### src/rtl/nzcv_flag_ctrl.sv
// nzcv_flag_ctrl: architectural NZCV register, pending flag-producer tracking
// and a valid/ready condition-code evaluator for the issue stage.
// Optional build macro: NZCV_FLAG_FWD_EN forwards alu_nzcv into a waiting
// evaluation when the last outstanding flag producer commits.
module nzcv_flag_ctrl #(
  parameter int PEND_MAX = 3  // legal range 1..7
) (
  input  logic       clk,
  input  logic       rst_n,
  input  logic [3:0] alu_nzcv,
  input  logic       flag_we,
  input  logic       set_pend,
  input  logic       msr_we,
  input  logic [3:0] msr_data,
  input  logic       cond_valid,
  input  logic [3:0] cond,
  output logic       cond_ready,
  output logic       pass_valid,
  output logic       pass,
  input  logic       pass_ready,
  output logic [3:0] flags_q,
  output logic       c_out,
  output logic       v_out,
  output logic       pend_err
);

  localparam logic [2:0] PEND_MAX_C = 3'(PEND_MAX);

  typedef enum logic [1:0] {IDLE, WAIT, RESP} state_e;

  state_e     state_q, state_d;
  logic [3:0] flags_d;
  logic [2:0] pend_cnt_q, pend_cnt_d;
  logic       pend_err_q, pend_err_d;
  logic       pass_q, pass_d;
  logic [3:0] cond_q, cond_d;
  logic       fwd_hit;

  // ARM condition-code decode; f is {N, Z, C, V}
  function automatic logic eval_cond(input logic [3:0] c, input logic [3:0] f);
    logic n, z, cy, v;
    n  = f[3];
    z  = f[2];
    cy = f[1];
    v  = f[0];
    case (c)
      4'h0:    eval_cond = z;
      4'h1:    eval_cond = !z;
      4'h2:    eval_cond = cy;
      4'h3:    eval_cond = !cy;
      4'h4:    eval_cond = n;
      4'h5:    eval_cond = !n;
      4'h6:    eval_cond = v;
      4'h7:    eval_cond = !v;
      4'h8:    eval_cond = cy & !z;
      4'h9:    eval_cond = !cy | z;
      4'hA:    eval_cond = (n == v);
      4'hB:    eval_cond = (n != v);
      4'hC:    eval_cond = !z & (n == v);
      4'hD:    eval_cond = z | (n != v);
      4'hE:    eval_cond = 1'b1;
      default: eval_cond = 1'b0;
    endcase
  endfunction

  // The last outstanding producer is committing this cycle with no new one
  // arriving, so its result can be used directly instead of waiting a cycle.
`ifdef NZCV_FLAG_FWD_EN
  assign fwd_hit = (pend_cnt_q == 3'd1) && flag_we && !set_pend;
`else
  assign fwd_hit = 1'b0;
`endif

  // Flag register write priority, pending counter and sticky protocol error
  always_comb begin
    flags_d    = flags_q;
    pend_cnt_d = pend_cnt_q;
    pend_err_d = pend_err_q;
    if (flag_we) begin
      flags_d = alu_nzcv;
    end else if (msr_we) begin
      if (pend_cnt_q == 3'd0) flags_d = msr_data;
      else                    pend_err_d = 1'b1;
    end
    if (set_pend && !flag_we) begin
      if (pend_cnt_q == PEND_MAX_C) pend_err_d = 1'b1;
      else                          pend_cnt_d = pend_cnt_q + 3'd1;
    end else if (flag_we && !set_pend) begin
      if (pend_cnt_q == 3'd0) pend_err_d = 1'b1;
      else                    pend_cnt_d = pend_cnt_q - 3'd1;
    end
  end

  // Evaluation FSM: accept request, wait out pending producers, hold response
  always_comb begin
    state_d    = state_q;
    cond_d     = cond_q;
    pass_d     = pass_q;
    cond_ready = 1'b0;
    pass_valid = 1'b0;
    case (state_q)
      IDLE: begin
        cond_ready = 1'b1;
        if (cond_valid) begin
          cond_d = cond;
          if (pend_cnt_q == 3'd0) begin
            pass_d  = eval_cond(cond, flags_q);
            state_d = RESP;
          end else if (fwd_hit) begin
            pass_d  = eval_cond(cond, alu_nzcv);
            state_d = RESP;
          end else begin
            state_d = WAIT;
          end
        end
      end
      WAIT: begin
        if (pend_cnt_q == 3'd0) begin
          pass_d  = eval_cond(cond_q, flags_q);
          state_d = RESP;
        end else if (fwd_hit) begin
          pass_d  = eval_cond(cond_q, alu_nzcv);
          state_d = RESP;
        end
      end
      RESP: begin
        pass_valid = 1'b1;
        if (pass_ready) state_d = IDLE;
      end
      default: state_d = IDLE;
    endcase
  end

  // State registers
  always_ff @(posedge clk or negedge rst_n) begin
    if (!rst_n) begin
      state_q    <= IDLE;
      flags_q    <= 4'b0000;
      pend_cnt_q <= 3'd0;
      pend_err_q <= 1'b0;
      pass_q     <= 1'b0;
      cond_q     <= 4'h0;
    end else begin
      state_q    <= state_d;
      flags_q    <= flags_d;
      pend_cnt_q <= pend_cnt_d;
      pend_err_q <= pend_err_d;
      pass_q     <= pass_d;
      cond_q     <= cond_d;
    end
  end

  assign pass     = pass_q;
  assign pend_err = pend_err_q;
  assign c_out    = flags_q[1];
  assign v_out    = flags_q[0];

endmodule

### config.mk
export PLATFORM = sky130hd
export DESIGN_NAME = nzcv_flag_ctrl
export DESIGN_NICKNAME = d
export VERILOG_FILES = /design/src/rtl/nzcv_flag_ctrl.sv
export SDC_FILE = /design/constraint.sdc
export NUM_CORES = 1
export LEC_CHECK = 0
export CORE_MARGIN = 4
export CORE_UTILIZATION = 52
export DETAILED_ROUTE_END_ITERATION = 8
export PLACE_DENSITY_LB_ADDON = 0.15
export RECOVER_POWER = 50
export SLEW_MARGIN = 10
export SYNTH_ARGS = -nofsm -noshare
export SYNTH_HDL_FRONTEND = slang
export SYNTH_SLANG_ARGS = --single-unit
### constraint.sdc
create_clock -name clk -period 4.9 [get_ports clk]
set_input_delay 0.98 -clock clk [delete_from_list [all_inputs] [get_ports clk]]
set_output_delay 0.98 -clock clk [all_outputs]
set_load 0.05 [all_outputs]
==> impl_metrics.tcl <==
set metrics [dict create \
    synth_xor_xnor_area_share 0.0614 \
    slew_headroom 0.545 \
    rows 16 \
    cts_setup_buffers 0 \
    drive_gt1_frac 0.0570 \
    fmax_mhz 351 \
    antenna_found_initial 0 \
    mostFrequentLayoutCells "clkdlybuf4s50_1 (26), o21ai_0 (16), dfrtp_1 (15), nor2_1 (14), nand2_1 (9)" \
    avgSynthCellArea_sq_um 8.33 \
    clock_latency_ns 0.29 \
    clockBufferDepth 2 \
    grt_pass1_vias 1016 \
    muxShareOfSynthArea 0.0833 \
    final_max_slew_viol_count 0 \
    grt_use_total 0.209 \
    dieArea_sq_um 3010 \
    post-route-util 0.703 \
    fin_nets 181 \
    worstSetupPathType "input port to register" \
    async_reset_ff_frac 1.00 \
    vias_per_cell 5.75 \
    place_congestion 0.790 \
    numCtsBuffers 3 \
    io_buffer_count 28 \
    dr.pass1.iters 4 \
    grt_max_degree 16 \
    grt_pass1_wl_um 4420 \
    synth_compound_area_frac 0.188 \
    cp_max_fo 8 \
    die_x_um 54.8 \
    hold_depth 2 \
    min_path_type "register to register" \
    yosys.area_share.simple 0.220 \
    rsz0062_at_grt "false" \
    initial_core_util 0.564 \
    reg2reg_depth 6 \
    clk_pin_slew_ns 0.10 \
    netlist_area_sq_um 1140 \
    wl_per_cell_um 14.2 \
    via_count 1063 \
    setup_viol 0 \
    synth_top_area_frac 0.329 \
    cts_root_buffer "clkbuf_4" \
    core-area_sq_um 2020 \
    htreeDepth 1 \
    fill_cells 172 \
    regArea_sq_um 375 \
    synth.yosys.seq_area_share 0.329 \
    status "finished, final reports clean" \
    syn-num-nets 159 \
    cts_tree "built" \
    ys_types 40 \
    fin_setup_tns_ns 0 \
    first_iter_violations 14 \
    synth_edf_count 0 \
    cp-start-kind "input port" \
    synth_top_family_by_area "simple AND/OR/NAND/NOR gates" \
    yosys_most_used_dff "dfrtp_1" \
    syn_inst 137 \
    finalCriticalPeriod_ns 2.85 \
    drtAntennaViolNets 0 \
    crit_arrival_ns 3.04 \
    ios 29 \
    cp.required_ns 5.10 \
    yosysWarningCount 0 \
    finClkSkew_ns 0.00519 \
    cp-end-kind "register" \
    drv_cap 0 \
    n_antenna_cell 0 \
    mostFrequentLayoutCell "clkdlybuf4s50_1" \
    yosysTopAreaCell "dfrtp_1" \
    power.leakage_nw 0.585 \
    area_growth_pct 24.6 \
    hold_buffers 0 \
    cts_sinks 15 \
    yosys-top-cells-area "dfrtp_1 (33%), o21ai_0 (7.0%), nor2_1 (4.6%), xnor2_1 (4.6%), mux2i_1 (4.4%)" \
    grt-ovfl-total 0 \
    yosys.area_share.adder 0.0395 \
    multi_input_area_sq_um 676 \
    hpwl_um 2030 \
    hold_violations 0 \
    fin_crit_sh 0.581 \
    die_h_um 54.8 \
    worstMarginPinSlew_ns 0.681 \
    synth_seq_cells 15 \
    route.detailed.drc 0 \
    ctsResizeCount 0 \
    ir_drop_uv 283 \
    p_per_area_nw_per_um2 522 \
    wirelength_um 2630 \
]
-- path summary, 6_finish.rpt --
check                                 from            end  slack, ns
min in group asynchronous            rst_n     state_q[1]       1.15
max in group asynchronous            rst_n           pass       3.31
worst min register to register    pend_err       pend_err       0.58
worst max-delay path               flag_we  pend_cnt_q[2]       2.05
worst max register to register  flags_q[2]           pass       2.91
worst min-delay path              pend_err       pend_err       0.58
-- layout make-up --
type                            count  share of cell area
Clock buffer                        4              0.0185
Inverter                            8              0.0211
Multi-Input combinational cell    103               0.475
Sequential cell                    15               0.264
Tap cell                           27              0.0238
Timing Repair Buffer               28               0.197
-- kinds of logic (layout without fill, tap and decap cells) --
group	Yosys count	count (layout)
and+or+nand+nor	48	48
AOI/OAI and AO/OA	35	35
buffers and inverters	19	40
DFF	15	15
muxes	9	9
xor gates and xnor gates	8	8
adders and majority gates	3	3
-- critical path, cell delays in order --
cell and delay, ns:
clkdlybuf4s50_1 0.58, inv_1 0.12, ha_1 0.29, inv_1 0.12
fa_1 0.43, nor3_1 0.22, a31oi_1 0.06, o31ai_1 0.24
-- stage by stage --
stage	hold WS (ns)	power, mW	cell area (sq um)	instances	setup WS [ns]
after floorplan	0.525	0.566	1140	137	2.36
after global placement	0.505	0.648	1400	181	1.90
after detailed placement	0.551	0.666	1400	181	1.78
after CTS	0.571	0.741	1420	185	2.07
after global routing	0.612	0.798	1420	185	1.95
final	0.576	0.742	1420	185	2.05
-- flip-flops by register name, indices dropped and copies added (netlist names) --
name / cells
cond_q: 4
flags_q: 4
pass: 1
pend_cnt_q: 3
pend_err: 1
state_q: 2
-- synthesized netlist by cell type, drive strengths merged (2+ instances only) --
library cell and instances:
a21oi 4, nand2 9, inv 7, xnor2 6, mux2 4, mux2i 5
ha 2, dfrtp 15, nor2 14, buf 4, o31ai 2, a31oi 4
o21ai 17, clkbuf 7, nor3 4, xor2 2, nand3 7, nor2b 5
-- per-layer routing --
metal,vias to the layer above,global-route usage,part of all wire
li1,524,-,-
met1,499,0.255,0.44
met2,33,0.352,0.48
met3,7,0.0300,0.049
met4,0,0.104,0.023
met5,-,0,0
-- report_power, final --
group          switching [mW]  internal [mW]
logic                   0.226          0.182
registers              0.0883          0.170
clock network          0.0433         0.0317
total                   0.358          0.384
No activity file was read; power rests on OpenSTA's default activity.
